File: config.mk
export PLATFORM = sky130hd
export DESIGN_NAME = plus_palette
export DESIGN_NICKNAME = d
export VERILOG_FILES = /design/src/rtl/plus_pkg.sv /design/src/rtl/plus_pal_ram.sv /design/src/rtl/plus_palette.sv
export SDC_FILE = /design/constraint.sdc
export NUM_CORES = 1
export LEC_CHECK = 0
export BUFFER_PORTS_ARGS = -buffer_cell sky130_fd_sc_hd__buf_2
export CORE_MARGIN = 5
export CORE_UTILIZATION = 55
export DETAILED_ROUTE_END_ITERATION = 8
export MAX_ROUTING_LAYER = met4
export PLACE_DENSITY = 0.7
export SLEW_MARGIN = 15
export SYNTH_ARGS = -nofsm -noshare
export SYNTH_HDL_FRONTEND = slang
export SYNTH_SLANG_ARGS = --single-unit
File: constraint.sdc
create_clock -name clk -period 3.03 [get_ports clk]
set_input_delay 0 -clock clk [delete_from_list [all_inputs] [get_ports clk]]
set_output_delay 0 -clock clk [all_outputs]
set_load 0.1 [all_outputs]
File: src/rtl/plus_pkg.sv
// Shared types, constants and helpers for the Plus colour stage.
// Colours are held as {G,R,B} nibbles, the order the palette RAM stores them.
package plus_pkg;

    localparam int         PAL_ENTRIES  = 17;
    localparam logic [4:0] BORDER_ENTRY = 5'd16;

    typedef struct packed {
        logic [3:0] g;
        logic [3:0] r;
        logic [3:0] b;
    } rgb12_t;

    // Gate Array hardware colour number -> {G,R,B} using the 0/6/F levels.
    localparam rgb12_t HW2RGB [32] = '{
        12'h666, 12'h666, 12'hF06, 12'hFF6, 12'h006, 12'h0F6, 12'h606, 12'h6F6,
        12'h0F6, 12'hFF6, 12'hFF0, 12'hFFF, 12'h0F0, 12'h0FF, 12'h6F0, 12'h6FF,
        12'h006, 12'hF06, 12'hF00, 12'hF0F, 12'h000, 12'h00F, 12'h600, 12'h60F,
        12'h066, 12'hF66, 12'hF60, 12'hF6F, 12'h060, 12'h06F, 12'h660, 12'h66F
    };

    // A tri-stated legacy pin sits at the half level.
    function automatic logic [3:0] legacy_level(input logic       pin,
                                                input logic       oe_n,
                                                input logic [3:0] mid);
        logic [3:0] lvl;
        if (oe_n) lvl = mid;
        else      lvl = pin ? 4'hF : 4'h0;
        return lvl;
    endfunction

endpackage

File: src/rtl/plus_pal_ram.sv
// 17 x 12-bit palette register file: one byte-lane write port, a pixel read
// port and a CPU read port, both combinational. Out-of-range entries read 0.
module plus_pal_ram
    import plus_pkg::*;
(
    input  logic       clk,
    input  logic       reset_n,
    input  logic       i_wr_en,
    input  logic [4:0] i_wr_entry,
    input  logic [1:0] i_wr_mask,
    input  rgb12_t     i_wr_data,
    input  logic [4:0] i_pix_entry,
    output rgb12_t     o_pix_data,
    input  logic [4:0] i_cpu_entry,
    output rgb12_t     o_cpu_data
);

    rgb12_t r_mem [PAL_ENTRIES];

    // Mask bit 0 covers the {R,B} byte, bit 1 the G nibble.
    always_ff @(posedge clk or negedge reset_n) begin
        if (!reset_n) begin
            for (int i = 0; i < PAL_ENTRIES; i++) begin
                r_mem[i] <= '0;
            end
        end else if (i_wr_en && (i_wr_entry <= BORDER_ENTRY)) begin
            if (i_wr_mask[0]) begin
                r_mem[i_wr_entry].r <= i_wr_data.r;
                r_mem[i_wr_entry].b <= i_wr_data.b;
            end
            if (i_wr_mask[1]) begin
                r_mem[i_wr_entry].g <= i_wr_data.g;
            end
        end
    end

    assign o_pix_data = (i_pix_entry <= BORDER_ENTRY) ? r_mem[i_pix_entry] : '0;
    assign o_cpu_data = (i_cpu_entry <= BORDER_ENTRY) ? r_mem[i_cpu_entry] : '0;

endmodule

File: src/rtl/plus_palette.sv
// Plus-ASIC colour stage: palette write arbitration (CPU vs ink mirror),
// CPU read register and the two-tick pixel pipeline to 12-bit RGB.
module plus_palette
    import plus_pkg::*;
#(
    parameter logic [3:0] MID_LEVEL = 4'h6
) (
    input  logic       clk,
    input  logic       reset_n,
    input  logic       cen_16,
    input  logic       PLUS_EN,
    input  logic [3:0] PEN_ID,
    input  logic       BORDER_SEL,
    input  logic       BLANK,
    input  logic       RED,
    input  logic       RED_OE_N,
    input  logic       GREEN,
    input  logic       GREEN_OE_N,
    input  logic       BLUE,
    input  logic       BLUE_OE_N,
    input  logic       REG_WR,
    input  logic       REG_RD,
    input  logic [5:0] REG_ADDR,
    input  logic [7:0] REG_DATA,
    output logic [7:0] REG_Q,
    input  logic       INK_WR,
    input  logic [4:0] INK_IDX,
    input  logic [4:0] INK_HW,
    output logic [3:0] R_OUT,
    output logic [3:0] G_OUT,
    output logic [3:0] B_OUT
);

    logic       w_ink_ok;
    logic       w_wr_en;
    logic [4:0] w_wr_entry;
    logic [1:0] w_wr_mask;
    rgb12_t     w_wr_data;
    rgb12_t     w_pix_ram;
    rgb12_t     w_cpu_ram;
    rgb12_t     w_legacy;
    rgb12_t     w_pix;
    logic [4:0] w_pix_entry;

    logic       r_pend_vld;
    logic [4:0] r_pend_entry;
    rgb12_t     r_pend_data;
    logic [7:0] r_q;
    logic [3:0] r_pen;
    logic       r_border;
    logic       r_blank;
    logic       r_plus;
    rgb12_t     r_out;

    assign w_ink_ok = INK_WR && (INK_IDX <= BORDER_ENTRY);

    // CPU writes win; a colliding ink write waits in the pending slot, and a
    // fresh ink write supersedes whatever is pending.
    always_comb begin
        w_wr_en    = 1'b0;
        w_wr_entry = 5'd0;
        w_wr_mask  = 2'b00;
        w_wr_data  = '0;
        if (REG_WR) begin
            w_wr_en     = 1'b1;
            w_wr_entry  = REG_ADDR[5:1];
            w_wr_mask   = REG_ADDR[0] ? 2'b10 : 2'b01;
            w_wr_data.g = REG_DATA[3:0];
            w_wr_data.r = REG_DATA[7:4];
            w_wr_data.b = REG_DATA[3:0];
        end else if (w_ink_ok) begin
            w_wr_en    = 1'b1;
            w_wr_entry = INK_IDX;
            w_wr_mask  = 2'b11;
            w_wr_data  = HW2RGB[INK_HW];
        end else if (r_pend_vld) begin
            w_wr_en    = 1'b1;
            w_wr_entry = r_pend_entry;
            w_wr_mask  = 2'b11;
            w_wr_data  = r_pend_data;
        end
    end

    always_ff @(posedge clk or negedge reset_n) begin
        if (!reset_n) begin
            r_pend_vld   <= 1'b0;
            r_pend_entry <= 5'd0;
            r_pend_data  <= '0;
        end else if (REG_WR) begin
            if (w_ink_ok) begin
                r_pend_vld   <= 1'b1;
                r_pend_entry <= INK_IDX;
                r_pend_data  <= HW2RGB[INK_HW];
            end
        end else begin
            r_pend_vld <= 1'b0;
        end
    end

    always_ff @(posedge clk or negedge reset_n) begin
        if (!reset_n) begin
            r_q <= 8'h00;
        end else if (REG_RD) begin
            r_q <= REG_ADDR[0] ? {4'h0, w_cpu_ram.g} : {w_cpu_ram.r, w_cpu_ram.b};
        end
    end

    assign REG_Q = r_q;

    plus_pal_ram u_ram (
        .clk         (clk),
        .reset_n     (reset_n),
        .i_wr_en     (w_wr_en),
        .i_wr_entry  (w_wr_entry),
        .i_wr_mask   (w_wr_mask),
        .i_wr_data   (w_wr_data),
        .i_pix_entry (w_pix_entry),
        .o_pix_data  (w_pix_ram),
        .i_cpu_entry (REG_ADDR[5:1]),
        .o_cpu_data  (w_cpu_ram)
    );

    // Legacy pins arrive one tick late upstream, so they are used unregistered.
    always_comb begin
        w_legacy.g  = legacy_level(GREEN, GREEN_OE_N, MID_LEVEL);
        w_legacy.r  = legacy_level(RED, RED_OE_N, MID_LEVEL);
        w_legacy.b  = legacy_level(BLUE, BLUE_OE_N, MID_LEVEL);
        w_pix_entry = r_border ? BORDER_ENTRY : {1'b0, r_pen};
        if (r_blank)      w_pix = '0;
        else if (!r_plus) w_pix = w_legacy;
        else              w_pix = w_pix_ram;
    end

    always_ff @(posedge clk or negedge reset_n) begin
        if (!reset_n) begin
            r_pen    <= 4'd0;
            r_border <= 1'b0;
            r_blank  <= 1'b0;
            r_plus   <= 1'b0;
            r_out    <= '0;
        end else if (cen_16) begin
            r_pen    <= PEN_ID;
            r_border <= BORDER_SEL;
            r_blank  <= BLANK;
            r_plus   <= PLUS_EN;
            r_out    <= w_pix;
        end
    end

    assign R_OUT = r_out.r;
    assign G_OUT = r_out.g;
    assign B_OUT = r_out.b;

endmodule

==> impl_results.html, run 1 <==
<table>
<tr><th>Metric</th><th>Value</th></tr>
<tr><th colspan="2">Die</th></tr>
<tr><td>Num ports</td><td>63</td></tr>
<tr><td>Cell Rows</td><td>57</td></tr>
<tr><td>Initial cell density of the core</td><td>0.552</td></tr>
<tr><td>Core Footprint</td><td>24100 sq um</td></tr>
<tr><td>DIE AREA</td><td>27400 sq um</td></tr>
<tr><td>Chip Height</td><td>166 um</td></tr>
<tr><td>Horizontal die dimension</td><td>166 um</td></tr>
<tr><th colspan="2">Route</th></tr>
<tr><td>Number of design-rule violations left by the first detailed-router iteration</td><td>914</td></tr>
<tr><td>DRC violations left</td><td>0</td></tr>
<tr><td>Vias after detailed routing</td><td>9837</td></tr>
<tr><td>Final WL</td><td>37400 um</td></tr>
<tr><td>Detailed-router iteration count before antenna repair</td><td>6</td></tr>
<tr><td>Average detailed-routed wire length per instance</td><td>24.6 um</td></tr>
<tr><td>Post-route antenna net violation count</td><td>0</td></tr>
<tr><td>Number of vias per cell after detailed routing</td><td>6.47</td></tr>
<tr><th colspan="2">Worst setup path</th></tr>
<tr><td>Crit Reg-Reg Startpoint</td><td>r_pend_vld</td></tr>
<tr><td>Worst Path Required</td><td>3.45 ns</td></tr>
<tr><td>Destination of the critical timing path</td><td>u_ram.r_mem[169]</td></tr>
<tr><td>Reg2reg setup slack</td><td>0.40 ns</td></tr>
<tr><td>Critical path startpoint</td><td>r_pend_vld</td></tr>
<tr><td>CP startpoint kind</td><td>register</td></tr>
<tr><td>Endpoint class of the critical path</td><td>register</td></tr>
<tr><td>Arrival time at the worst endpoint</td><td>3.05 ns</td></tr>
<tr><td>FF-to-FF path depth</td><td>6</td></tr>
<tr><td>End of the worst register-to-register path</td><td>u_ram.r_mem[169]</td></tr>
<tr><td>Largest fanout on the critical path</td><td>15</td></tr>
<tr><td>Class of the most critical setup path</td><td>register to register</td></tr>
<tr><th colspan="2">STA</th></tr>
<tr><td>Number of setup violations in the final report</td><td>0</td></tr>
<tr><td>Worst setup skew after layout</td><td>0.0105 ns</td></tr>
<tr><td>Setup repair after global routing missed its margin</td><td>no</td></tr>
<tr><td>Worst-margin pin slew</td><td>0.953 ns</td></tr>
<tr><td>Period minus WS final</td><td>2.63 ns</td></tr>
<tr><td>Remaining max-slew budget at the tightest pin</td><td>0.348</td></tr>
<tr><td>Final Hold Vio Count</td><td>0</td></tr>
<tr><td>Part of the cycle the worst path needs</td><td>0.867</td></tr>
<tr><td>F_max</td><td>380 MHz</td></tr>
<tr><td>Final setup TNS</td><td>0 ns</td></tr>
<tr><td>Number of pins with negative max-slew slack in the final report</td><td>0</td></tr>
<tr><th colspan="2">Cells and area</th></tr>
<tr><td>Nets</td><td>1221</td></tr>
<tr><td>Filler cell count</td><td>1942</td></tr>
<tr><td>Synthesis-to-finish area growth</td><td>14.7%</td></tr>
<tr><td>Share of final-layout standard cells stronger than drive strength 1</td><td>0.379</td></tr>
<tr><td>Area taken by multi-input logic gates</td><td>6880 sq um</td></tr>
<tr><td>Register cell area after layout</td><td>6080 sq um</td></tr>
<tr><td>Ant. Diodes</td><td>0</td></tr>
<tr><th colspan="2">Yosys</th></tr>
<tr><td>Synth async-reset ratio</td><td>1.00</td></tr>
<tr><td>Distinct cell type count of the synthesized netlist</td><td>62</td></tr>
<tr><td>Share of the synthesized area in the top cell type</td><td>0.457</td></tr>
<tr><td>Largest cells by area after synthesis</td><td>dfrtp_1 46%, mux2_2 19%, mux4_2 8.8%</td></tr>
<tr><td>Post-Syn Nets</td><td>1133</td></tr>
<tr><td>Number of warnings reported in the yosys synthesis log</td><td>0</td></tr>
<tr><td>Commonest cells post-synth</td><td>243 x dfrtp_1, 226 x mux2_2, 61 x nand2_1</td></tr>
<tr><td>Number of flops mapped to enable cells by yosys</td><td>0</td></tr>
<tr><td>Cell count after synthesis</td><td>1090</td></tr>
<tr><td>Post-synthesis instance area</td><td>13300 sq um</td></tr>
<tr><td>Cell type with the highest aggregate area in the netlist</td><td>dfrtp_1</td></tr>
<tr><td>Proportion of synthesized chip area in sequential cells</td><td>0.457</td></tr>
<tr><td>Main synth FF type</td><td>dfrtp_1</td></tr>
<tr><td>Average cell area after synthesis</td><td>12.2 sq um</td></tr>
<tr><td>Yosys reg bits</td><td>243</td></tr>
<tr><td>Most used standard cell by instance count after synthesis</td><td>dfrtp_1</td></tr>
<tr><th colspan="2">Pwr</th></tr>
<tr><td>Clock group share of total power</td><td>0.257</td></tr>
<tr><td>Internal power contribution</td><td>0.00815 W</td></tr>
<tr><td>Largest voltage drop on the vdd net</td><td>0.401 mV</td></tr>
<tr><td>Switching share of power</td><td>0.326</td></tr>
<tr><td>Power density over the cells</td><td>793 nW/um^2</td></tr>
<tr><td>Share of power burned in combinational logic</td><td>0.298</td></tr>
<tr><td>Leakage</td><td>6.50 nW</td></tr>
<tr><td>Final Total Pwr</td><td>0.0121 W</td></tr>
<tr><td>Switching component of the power</td><td>0.00395 W</td></tr>
<tr><td>Sequential cell fraction of total power</td><td>0.445</td></tr>
<tr><th colspan="2">Flow run</th></tr>
<tr><td>Max Cap Violations</td><td>0</td></tr>
<tr><th colspan="2">Worst hold path</th></tr>
<tr><td>Worst min path class</td><td>input pin to register</td></tr>
<tr><th colspan="2">Clocking</th></tr>
<tr><td>Number of buffers between clock root and the deepest sink</td><td>3</td></tr>
<tr><td>Buffer cell driving the clock tree root</td><td>clkbuf_16</td></tr>
<tr><td>TritonCTS sink count</td><td>243</td></tr>
<tr><td>TritonCTS clock tree</td><td>built</td></tr>
<tr><td>Number of levels in the clock H-tree</td><td>1</td></tr>
<tr><td>Later-pin clock latency in the skew report</td><td>0.54 ns</td></tr>
<tr><td>Clock buffers created by TritonCTS</td><td>27</td></tr>
<tr><td>Worst-path clk slew</td><td>0.06 ns</td></tr>
<tr><th colspan="2">Global routing</th></tr>
<tr><td>Number of antenna violations at the first check in global routing</td><td>0</td></tr>
<tr><td>Number of global-route vias before repair</td><td>10000</td></tr>
<tr><td>Grt ovf</td><td>0</td></tr>
<tr><td>Wire length of the first global-routing pass</td><td>59600 um</td></tr>
<tr><td>Pin count of the biggest net entering global routing</td><td>94</td></tr>
<tr><td>Global-route total usage across every layer</td><td>0.289</td></tr>
<tr><th colspan="2">Run status</th></tr>
<tr><td>Status</td><td>finished, final reports clean</td></tr>
<tr><th colspan="2">Placement</th></tr>
<tr><td>Final HPWL from detailed placement</td><td>24800 um</td></tr>
<tr><td>Input/output buffers</td><td>62</td></tr>
<tr><td>Routability cong.</td><td>0.892</td></tr>
</table>
[placed cells by master (no fill, tap or decap), types with 4 or more instances in the layout]
cell type	count
a211oi_1	22
dlygate4sd3_1	36
or2_2	7
clkbuf_8	7
clkbuf_16	27
mux2_4	4
o31ai_1	5
nand3_1	14
a21oi_1	44
nor2b_1	29
clkbuf_1	5
mux2_2	226
o21ai_0	51
nor3_1	16
buf_4	36
mux2i_1	55
dfrtp_1	243
a221o_1	12
a2111oi_0	4
o41ai_1	7
inv_1	12
clkinv_2	7
and3_1	5
nand2b_1	11
nor2_1	40
buf_2	60
nor2_2	8
nand2_1	61
mux4_2	52
a221oi_1	41
[worst min-delay path by stage]
| stage | startpoint | endpoint | depth (start not counted) |
|---|---|---|---|
| global placement | reset_n | u_ram.r_mem[68] | 1 |
| CTS | RED_OE_N | R_OUT[1] | 3 |
| floorplan | reset_n | B_OUT[0] | 0 |
| global route | RED_OE_N | R_OUT[1] | 3 |
| detailed placement | reset_n | u_ram.r_mem[92] | 1 |
| finish | RED_OE_N | R_OUT[2] | 3 |
[routing by layer]
metal,wire length (um),GRT usage,vias up,share of wire
met5,0,-,-,0
met4,679,0.0596,0,0.018
met3,3790,0.0643,53,0.10
met2,16600,0.423,468,0.44
met1,16400,0.421,5000,0.44
li1,-,-,4316,-
[area by class of cell]
| class | count | area share |
|---|---|---|
| Clock buffer | 39 | 0.0518 |
| Tap cell | 324 | 0.0266 |
| Clock inverter | 9 | 0.00336 |
| Timing Repair Buffer | 136 | 0.0659 |
| Multi-Input combinational cell | 756 | 0.451 |
| Inverter | 14 | 0.00344 |
| Sequential cell | 243 | 0.398 |
[flip-flops by register name (all words and copies together) (netlist names), 4 cells and up]
name          count
R_OUT             4
B_OUT             4
r_pend_data       6
G_OUT             4
r_pen             4
r_pend_entry      5
REG_Q             8
u_ram.r_mem     204
[metrics by stage]
stage          cells  area [sq um]  utilization  setup WS (ns)  hold WS, ns
6_report        1521         15300        0.633          0.402       0.0207
5_1_grt         1521         15300        0.633          0.231       0.0166
4_1_cts         1521         15300        0.633          0.452      0.00408
3_5_place_dp    1437         14100        0.583          0.476       0.0775
3_3_place_gp    1437         14100        0.583          0.529       0.0851
2_1_floorplan   1090         13300            -          0.763       -0.296
[cell families (layout without fill, tap and decap cells)]
group / count (synthesis) / count (layout) / synth area share
AOI/OAI and AO/OA: 211 / 211 / 0.112
buffers and inverters: 91 / 198 / 0.0273
DFF: 243 / 243 / 0.457
muxes: 337 / 337 / 0.325
and+or+nand+nor: 208 / 208 / 0.0791
[critical path, stage by stage, from the launching register on]
cell,delay [ns]
dfrtp_1,0.61
nand2_1,0.13
a22o_1,0.24
a21oi_1,0.32
nand3_1,0.32
nor2_2,0.48
mux2_2,0.39
[power groups by stage]
stage	registers [W]	clock network (W)	logic, W
6_report	0.00539	0.00311	0.00360
3_5_place_dp	0.00539	0	0.00352
2_1_floorplan	0.00536	0	0.00248
5_1_grt	0.00552	0.00330	0.00389
4_1_cts	0.00534	0.00316	0.00358
3_3_place_gp	0.00532	0	0.00342
[timing repair]
| action | in CTS | in global routing |
|---|---|---|
| gates resized for setup | 0 | 0 |
| setup buffers | 0 | 0 |
| setup endpoints to repair | 0 | 0 |
| hold endpoints to repair | 118 | 0 |
| hold buffers | 36 | 0 |
(Power assumes the default switching activity.)
==> inputs of run 2 (changes only) <==
--- a/config.mk
+++ b/config.mk
@@ -10,8 +10,8 @@
 export CORE_UTILIZATION = 55
 export DETAILED_ROUTE_END_ITERATION = 8
 export MAX_ROUTING_LAYER = met4
-export PLACE_DENSITY = 0.7
-export SLEW_MARGIN = 15
+export PLACE_DENSITY = 0.72
+export SLEW_MARGIN = 40
 export SYNTH_ARGS = -nofsm -noshare
 export SYNTH_HDL_FRONTEND = slang
 export SYNTH_SLANG_ARGS = --single-unit
==> constraint.sdc (replaced) <==
create_clock -name clk -period 2.15 [get_ports clk]
set_input_delay 0 -clock clk [delete_from_list [all_inputs] [get_ports clk]]
set_output_delay 0 -clock clk [all_outputs]
set_load 0.1 [all_outputs]
==> run 2 against run 1 <==
The flow now finishes with violations (negative setup slack); worst setup slack worse by 0.42 ns; combinational power is 54% higher; register-to-register slack worse by 0.41 ns; final cell count is 4.9% higher; cell area up 8.0%; core utilization is 5.1 points higher.
==> impl_results.html, run 2 (synthesis results as in run 1) <==
<table>
<tr><th>Metric</th><th>Value</th></tr>
<tr><th colspan="2">Run status</th></tr>
<tr><td>Status</td><td>finished with violations</td></tr>
<tr><td>Failing checks</td><td>negative setup slack</td></tr>
<tr><th colspan="2">Worst setup path</th></tr>
<tr><td>Class of the most critical setup path</td><td>input pin to register</td></tr>
<tr><td>Crit Reg-Reg Startpoint</td><td>r_pend_vld</td></tr>
<tr><td>Reg2reg setup slack</td><td>-0.01 ns (-0.41 ns)</td></tr>
<tr><td>Arrival time at the worst endpoint</td><td>2.59 ns (-0.46 ns)</td></tr>
<tr><td>CP startpoint kind</td><td>input pin</td></tr>
<tr><td>Largest fanout on the critical path</td><td>4 (-11)</td></tr>
<tr><td>FF-to-FF path depth</td><td>7 (+1)</td></tr>
<tr><td>Endpoint class of the critical path</td><td>register</td></tr>
<tr><td>Worst Path Required</td><td>2.57 ns (-0.88 ns)</td></tr>
<tr><td>End of the worst register-to-register path</td><td>u_ram.r_mem[101]</td></tr>
<tr><th colspan="2">Cells and area</th></tr>
<tr><td>Synthesis-to-finish area growth</td><td>23.8%</td></tr>
<tr><td>Area taken by multi-input logic gates</td><td>7220 sq um (+4.9%)</td></tr>
<tr><td>Final Core Density</td><td>0.684 (+0.0506)</td></tr>
<tr><td>Most common cell after layout, fill and taps aside</td><td>dfrtp_1</td></tr>
<tr><td>Share of final-layout standard cells stronger than drive strength 1</td><td>0.437 (+0.0577)</td></tr>
<tr><td>Most flops, register</td><td>u_ram.r_mem</td></tr>
<tr><td>Register cell area after layout</td><td>6080 sq um (about the same)</td></tr>
<tr><td>Max FFs per register</td><td>204 (unchanged)</td></tr>
<tr><td>Nets</td><td>1297 (+6.2%)</td></tr>
<tr><td>Filler cell count</td><td>1747 (-10%)</td></tr>
<tr><td>Most frequent cells in the layout</td><td>241 x dfrtp_1, 190 x mux2_2, 79 x buf_4</td></tr>
<tr><th colspan="2">Route</th></tr>
<tr><td>Average detailed-routed wire length per instance</td><td>23.7 um (-3.6%)</td></tr>
<tr><td>Final WL</td><td>37800 um (+1.0%)</td></tr>
<tr><td>Number of vias per cell after detailed routing</td><td>6.40 (-1.1%)</td></tr>
<tr><td>Post-route antenna net violation count</td><td>0 (unchanged)</td></tr>
<tr><td>DRC violations left</td><td>0 (unchanged)</td></tr>
<tr><td>Vias after detailed routing</td><td>10200 (+3.8%)</td></tr>
<tr><td>Detailed-router iteration count before antenna repair</td><td>5 (-1)</td></tr>
<tr><td>Number of design-rule violations left by the first detailed-router iteration</td><td>1033 (+13%)</td></tr>
<tr><th colspan="2">STA</th></tr>
<tr><td>Worst setup slack after layout</td><td>-0.0197 ns (-0.421 ns)</td></tr>
<tr><td>Number of pins with negative max-slew slack in the final report</td><td>0 (unchanged)</td></tr>
<tr><td>Final Hold Vio Count</td><td>0 (unchanged)</td></tr>
<tr><td>Worst setup skew after layout</td><td>0.0181 ns (+0.00763 ns)</td></tr>
<tr><td>Period minus WS final</td><td>2.17 ns</td></tr>
<tr><td>Setup repair after global routing missed its margin</td><td>yes</td></tr>
<tr><td>Worst-margin pin slew</td><td>0.848 ns (-0.105 ns)</td></tr>
<tr><td>Number of setup violations in the final report</td><td>9 (+9)</td></tr>
<tr><td>Part of the cycle the worst path needs</td><td>1.01</td></tr>
<tr><td>Remaining max-slew budget at the tightest pin</td><td>0.434 (+0.0859)</td></tr>
<tr><td>F_max</td><td>461 MHz</td></tr>
<tr><th colspan="2">Pwr</th></tr>
<tr><td>Largest voltage drop on the vdd net</td><td>0.640 mV (+59%)</td></tr>
<tr><td>Final Total Pwr</td><td>0.0176 W (+46%)</td></tr>
<tr><td>Leakage</td><td>7.09 nW (+9.2%)</td></tr>
<tr><td>Power density over the cells</td><td>1070 nW/um^2 (+35%)</td></tr>
<tr><th colspan="2">Global routing</th></tr>
<tr><td>Number of antenna violations at the first check in global routing</td><td>1 (+1)</td></tr>
<tr><td>Pin count of the biggest net entering global routing</td><td>78 (-17%)</td></tr>
<tr><td>Global-route total usage across every layer</td><td>0.290 (+0.000460)</td></tr>
<tr><td>Number of global-route vias before repair</td><td>10500 (+4.7%)</td></tr>
<tr><td>Wire length of the first global-routing pass</td><td>60000 um (+0.65%)</td></tr>
<tr><td>Grt ovf</td><td>0 (unchanged)</td></tr>
<tr><th colspan="2">Clocking</th></tr>
<tr><td>TritonCTS clock tree</td><td>built</td></tr>
<tr><td>Buffer cell driving the clock tree root</td><td>clkbuf_16</td></tr>
<tr><td>TritonCTS sink count</td><td>243 (unchanged)</td></tr>
<tr><td>Number of buffers between clock root and the deepest sink</td><td>3 (unchanged)</td></tr>
<tr><td>Number of levels in the clock H-tree</td><td>1 (unchanged)</td></tr>
<tr><td>Worst-path clk slew</td><td>0.06 ns (about the same)</td></tr>
<tr><td>Later-pin clock latency in the skew report</td><td>0.54 ns (about the same)</td></tr>
<tr><td>Clock buffers created by TritonCTS</td><td>27 (unchanged)</td></tr>
<tr><th colspan="2">Worst hold path</th></tr>
<tr><td>Hold Path Cell Cnt</td><td>3 (unchanged)</td></tr>
<tr><td>Startpoint of the lowest-slack hold path</td><td>RED_OE_N</td></tr>
<tr><td>Worst min path class</td><td>input pin to register</td></tr>
<tr><td>Hold Path Sink</td><td>R_OUT[2]</td></tr>
<tr><th colspan="2">Die</th></tr>
<tr><td>Chip Height</td><td>166 um (unchanged)</td></tr>
<tr><td>DIE AREA</td><td>27400 sq um (unchanged)</td></tr>
<tr><td>Initial cell density of the core</td><td>0.552 (unchanged)</td></tr>
<tr><td>Num ports</td><td>63 (unchanged)</td></tr>
<tr><td>Horizontal die dimension</td><td>166 um (unchanged)</td></tr>
<tr><td>Cell Rows</td><td>57 (unchanged)</td></tr>
<tr><td>Core Footprint</td><td>24100 sq um (unchanged)</td></tr>
<tr><th colspan="2">Placement</th></tr>
<tr><td>Input/output buffers</td><td>62 (unchanged)</td></tr>
<tr><td>Pre-CTS setup slack</td><td>-0.127 ns (-0.603 ns)</td></tr>
<tr><td>Final HPWL from detailed placement</td><td>26000 um (+4.8%)</td></tr>
<tr><td>Routability cong.</td><td>0.929 (+4.2%)</td></tr>
<tr><th colspan="2">Flow run</th></tr>
<tr><td>Max Cap Violations</td><td>0 (unchanged)</td></tr>
</table>
run 2: through the flow:
step                      std cells  instance area, sq um  TNS (ns)  hold WS, ns
after floorplan                1090                 13300         0       -0.296
after global placement         1509                 14900     -3.26       0.0339
after detailed placement       1509                 14900     -3.69       0.0349
after CTS                      1593                 16100  -0.00132       0.0131
after global routing           1595                 16500     -7.04      0.00504
final                          1595                 16500   -0.0587      0.00780
run 2: report_power, final:
part           internal, W  leakage [nW]  switching, W
registers          0.00625          3.04       0.00141
logic              0.00306          3.64       0.00249
clock network      0.00257         0.415       0.00185
run 2: worst max-delay path, stage by stage:
cell           delay [ns]
dlygate4sd3_1        0.53
buf_2                0.15
or4_4                0.45
buf_4                0.16
o21ai_0              0.18
a21oi_2              0.13
buf_4                0.17
nand3_1              0.22
or2_4                0.24
mux2_2               0.35
run 2: how the worst max path moves through the flow:
stage	startpoint	end
after CTS	r_pend_vld	u_ram.r_mem[137]
final	INK_IDX[3]	u_ram.r_mem[117]
after global placement	INK_IDX[0]	u_ram.r_mem[3]
after global routing	r_pend_vld	u_ram.r_mem[102]
after floorplan	r_pend_vld	u_ram.r_mem[24]
after detailed placement	r_pend_vld	u_ram.r_mem[29]
run 2: timing repair:
action,4_1_cts,5_1_grt
hold buffers,39,0
setup endpoints to repair,68,190
hold endpoints to repair,252,0
setup buffers,0,1
gates cloned,0,0
resized for setup,8,87
pin swaps,1,9
run 2: metal layers:
metal / vias to the layer above / GRT usage / share of wire
met3: 63 / 0.0755 / 0.096
met1: 5152 / 0.402 / 0.43
met2: 509 / 0.441 / 0.46
met5: - / - / 0
met4: 0 / 0.0532 / 0.016
li1: 4482 / - / -
run 2: final cells by class:
class	count	area share
well taps	324	0.0246
clock buffers	35	0.0458
inverters	14	0.00319
diodes	1	0.000152
multi-input cells	756	0.438
clock inverters	10	0.00509
flip-flops and latches	243	0.369
repair buffers	212	0.114
==> inputs of run 3 (changes only) <==
--- a/config.mk
+++ b/config.mk
@@ -9,9 +9,10 @@
 export CORE_MARGIN = 5
 export CORE_UTILIZATION = 55
 export DETAILED_ROUTE_END_ITERATION = 8
+export GPL_ROUTABILITY_DRIVEN = 0
 export MAX_ROUTING_LAYER = met4
-export PLACE_DENSITY = 0.72
-export SLEW_MARGIN = 40
+export PLACE_DENSITY = 0.82
+export SLEW_MARGIN = 15
 export SYNTH_ARGS = -nofsm -noshare
 export SYNTH_HDL_FRONTEND = slang
 export SYNTH_SLANG_ARGS = --single-unit
==> run 3 against run 2 <==
The run still ends with negative setup slack left; critical path depth is 2 lower; global-route usage grew 0.67 points; first-iteration DRC count increased by 17%; clock-buffer cell count is 8 higher; register-to-register slack worse by 0.098 ns; power grew 4.1%; non-clock buffer count decreased by 1; combinational power grew 6.3%; hold slack better by 0.0028 ns.
==> impl_results.html, run 3 (synthesis results as in run 1) <==
<table>
<tr><th>Metric</th><th>Value</th></tr>
<tr><th colspan="2">Run status</th></tr>
<tr><td>Status</td><td>finished with violations</td></tr>
<tr><td>Failing checks</td><td>negative setup slack</td></tr>
<tr><th colspan="2">Worst hold path</th></tr>
<tr><td>Hold Path Sink</td><td>R_OUT[2]</td></tr>
<tr><td>Hold Path Cell Cnt</td><td>3 (unchanged)</td></tr>
<tr><td>Worst min path class</td><td>input pin to register</td></tr>
<tr><td>Startpoint of the lowest-slack hold path</td><td>RED_OE_N</td></tr>
<tr><th colspan="2">Worst setup path</th></tr>
<tr><td>End of the worst register-to-register path</td><td>u_ram.r_mem[99]</td></tr>
<tr><td>Maximum cell stage delay along the critical path</td><td>0.47 ns (-0.06 ns)</td></tr>
<tr><td>Crit Reg-Reg Startpoint</td><td>r_pend_vld</td></tr>
<tr><td>Class of the most critical setup path</td><td>register to register</td></tr>
<tr><td>Cell-by-cell trace of the critical path</td><td>buf_6, nand2_4, o21ai_2, a21bo_4, a2111o_1, nor2_2, buf_12, mux2_2</td></tr>
<tr><td>Worst Path Required</td><td>2.57 ns (about the same)</td></tr>
<tr><td>CP startpoint kind</td><td>register</td></tr>
<tr><td>FF-to-FF path depth</td><td>8 (+1)</td></tr>
<tr><td>Slowest-stage cell, CP</td><td>a2111o_1</td></tr>
<tr><td>Largest fanout on the critical path</td><td>8 (+4)</td></tr>
<tr><td>Family with the most delay on the worst path</td><td>compound AO/OA/AOI/OAI gates</td></tr>
<tr><td>Buf+Inv Stages, Crit Path</td><td>2 (-2)</td></tr>
<tr><td>Endpoint class of the critical path</td><td>register</td></tr>
<tr><td>Reg2reg setup slack</td><td>-0.11 ns (-0.10 ns)</td></tr>
<tr><td>Arrival time at the worst endpoint</td><td>2.68 ns (+0.09 ns)</td></tr>
<tr><th colspan="2">Cells and area</th></tr>
<tr><td>Most common cell after layout, fill and taps aside</td><td>dfrtp_1</td></tr>
<tr><td>Share of final-layout standard cells stronger than drive strength 1</td><td>0.455 (+0.0178)</td></tr>
<tr><td>Number of standard cells in the final layout excluding fillers</td><td>1598 (+0.19%)</td></tr>
<tr><td>Most flops, register</td><td>u_ram.r_mem</td></tr>
<tr><td>Most frequent cells in the layout</td><td>241 x dfrtp_1, 171 x mux2_2, 72 x buf_4</td></tr>
<tr><td>Synthesis-to-finish area growth</td><td>26.6%</td></tr>
<tr><td>Nets</td><td>1296 (-0.077%)</td></tr>
<tr><td>Max FFs per register</td><td>204 (unchanged)</td></tr>
<tr><td>Filler cell count</td><td>1646 (-5.8%)</td></tr>
<tr><th colspan="2">STA</th></tr>
<tr><td>F_max</td><td>443 MHz (-3.9%)</td></tr>
<tr><td>Period minus WS final</td><td>2.26 ns (+0.0884 ns)</td></tr>
<tr><td>Number of setup violations in the final report</td><td>89 (+80)</td></tr>
<tr><td>Part of the cycle the worst path needs</td><td>1.05 (+0.0411)</td></tr>
<tr><td>Worst setup skew after layout</td><td>0.0110 ns (-0.00715 ns)</td></tr>
<tr><td>Final Hold Vio Count</td><td>0 (unchanged)</td></tr>
<tr><td>Worst setup slack after layout</td><td>-0.108 ns (-0.0884 ns)</td></tr>
<tr><td>Remaining max-slew budget at the tightest pin</td><td>0.469 (+0.0348)</td></tr>
<tr><td>Number of pins with negative max-slew slack in the final report</td><td>0 (unchanged)</td></tr>
<tr><td>Worst-margin pin slew</td><td>0.796 ns (-0.0513 ns)</td></tr>
<tr><td>Setup repair after global routing missed its margin</td><td>yes</td></tr>
<tr><th colspan="2">Global routing</th></tr>
<tr><td>Number of global-route vias before repair</td><td>10800 (+2.7%)</td></tr>
<tr><td>Global-route total usage across every layer</td><td>0.296 (+0.00666)</td></tr>
<tr><td>Wire length of the first global-routing pass</td><td>61000 um (+1.8%)</td></tr>
<tr><td>Pin count of the biggest net entering global routing</td><td>84 (+7.7%)</td></tr>
<tr><td>Grt ovf</td><td>0 (unchanged)</td></tr>
<tr><td>Number of antenna violations at the first check in global routing</td><td>1 (unchanged)</td></tr>
<tr><th colspan="2">Route</th></tr>
<tr><td>Detailed-router iteration count before antenna repair</td><td>5 (unchanged)</td></tr>
<tr><td>Final WL</td><td>40900 um (+8.2%)</td></tr>
<tr><td>DRC violations left</td><td>0 (unchanged)</td></tr>
<tr><td>Number of vias per cell after detailed routing</td><td>6.71 (+4.9%)</td></tr>
<tr><td>Number of design-rule violations left by the first detailed-router iteration</td><td>1207 (+17%)</td></tr>
<tr><td>Post-route antenna net violation count</td><td>0 (unchanged)</td></tr>
<tr><td>Vias after detailed routing</td><td>10700 (+5.1%)</td></tr>
<tr><td>Average detailed-routed wire length per instance</td><td>25.6 um (+8.0%)</td></tr>
<tr><th colspan="2">Placement</th></tr>
<tr><td>Final HPWL from detailed placement</td><td>26500 um (+1.9%)</td></tr>
<tr><td>DP Cell Count</td><td>1506 (-0.20%)</td></tr>
<tr><td>Input/output buffers</td><td>62 (unchanged)</td></tr>
<tr><td>Pre-CTS setup slack</td><td>-0.207 ns (-0.0797 ns)</td></tr>
<tr><th colspan="2">Clocking</th></tr>
<tr><td>Number of buffers between clock root and the deepest sink</td><td>3 (unchanged)</td></tr>
<tr><td>TritonCTS sink count</td><td>243 (unchanged)</td></tr>
<tr><td>Later-pin clock latency in the skew report</td><td>0.54 ns (about the same)</td></tr>
<tr><td>Clock buffers created by TritonCTS</td><td>27 (unchanged)</td></tr>
<tr><td>Buffer cell driving the clock tree root</td><td>clkbuf_16</td></tr>
<tr><td>Worst-path clk slew</td><td>0.06 ns (about the same)</td></tr>
<tr><td>Number of levels in the clock H-tree</td><td>1 (unchanged)</td></tr>
<tr><td>TritonCTS clock tree</td><td>built</td></tr>
<tr><th colspan="2">Pwr</th></tr>
<tr><td>Leakage</td><td>7.24 nW (+2.1%)</td></tr>
<tr><td>Largest voltage drop on the vdd net</td><td>0.707 mV (+10%)</td></tr>
<tr><td>Power density over the cells</td><td>1090 nW/um^2 (+1.9%)</td></tr>
<tr><th colspan="2">Die</th></tr>
<tr><td>Cell Rows</td><td>57 (unchanged)</td></tr>
<tr><td>DIE AREA</td><td>27400 sq um (unchanged)</td></tr>
<tr><td>Num ports</td><td>63 (unchanged)</td></tr>
<tr><td>Chip Height</td><td>166 um (unchanged)</td></tr>
<tr><td>Core Footprint</td><td>24100 sq um (unchanged)</td></tr>
<tr><td>Initial cell density of the core</td><td>0.552 (unchanged)</td></tr>
<tr><td>Horizontal die dimension</td><td>166 um (unchanged)</td></tr>
<tr><th colspan="2">Flow run</th></tr>
<tr><td>Max Cap Violations</td><td>0 (unchanged)</td></tr>
</table>
==> run 3: how the worst max path moves through the flow <==
| stage | from | to | slack (ns) | cells past startpoint |
|---|---|---|---|---|
| global route | r_pend_vld | u_ram.r_mem[2] | -0.18 | 9 |
| global placement | r_pend_vld | u_ram.r_mem[10] | -0.07 | 8 |
| finish | r_pend_vld | u_ram.r_mem[99] | -0.11 | 8 |
| CTS | r_pend_vld | u_ram.r_mem[147] | -0.01 | 8 |
| detailed placement | r_pend_vld | u_ram.r_mem[7] | -0.21 | 8 |
| floorplan | r_pend_vld | u_ram.r_mem[24] | 0.004 | 8 |
==> run 3: metrics by stage <==
step | utilization | total power [W] | setup TNS, ns | instance area (sq um) | hold WS [ns]
after floorplan | - | 0.0111 | 0 | 13300 | -0.296
after CTS | 0.672 | 0.0177 | -0.0213 | 16200 | 0.00680
after global placement | 0.617 | 0.0125 | -2.07 | 14900 | 0.0428
final | 0.699 | 0.0184 | -3.17 | 16800 | 0.0106
after detailed placement | 0.617 | 0.0129 | -13.67 | 14900 | 0.0491
after global routing | 0.699 | 0.0191 | -14.18 | 16800 | 0.0372
==> run 3: worst min-delay path: cells and delay by family <==
family / cells / cell delay [ns]
AO/OA/AOI/OAI: 2 / 0.40
buffers and inverters: 1 / 0.12
==> run 3: per-layer routing <==
layer  track usage  wire length, um  vias up
met5             -                0        -
met4        0.0900             1200        0
met3        0.0886             4560      124
met2         0.443            19000      640
met1         0.395            16100     5479
li1              -                -     4479
==> run 3: layout make-up <==
| cell class | instances | area (sq um) | area share |
|---|---|---|---|
| antenna | 1 | 2.50 | 0.000149 |
| inverter | 14 | 52.6 | 0.00312 |
| multi-input combinational | 756 | 7470 | 0.444 |
| timing repair buffer | 211 | 1920 | 0.114 |
| clock buffer | 43 | 826 | 0.0490 |
| sequential | 243 | 6080 | 0.361 |
| clock inverter | 6 | 87.6 | 0.00520 |
| tap | 324 | 405 | 0.0241 |
==> run 3: where the power goes <==
part / internal [W] / total [W] / switching [W]
combinational: 0.00319 / 0.00590 / 0.00271
sequential: 0.00625 / 0.00774 / 0.00148
clock: 0.00286 / 0.00474 / 0.00188
total: 0.0123 / 0.0184 / 0.00607
==> run 3: what timing repair did <==
action,in CTS,in global routing
setup buffers,0,6
hold buffers,36,0
setup endpoints to repair,157,189
gates resized for setup,12,148
pin swaps,2,20
hold endpoints to repair,239,0
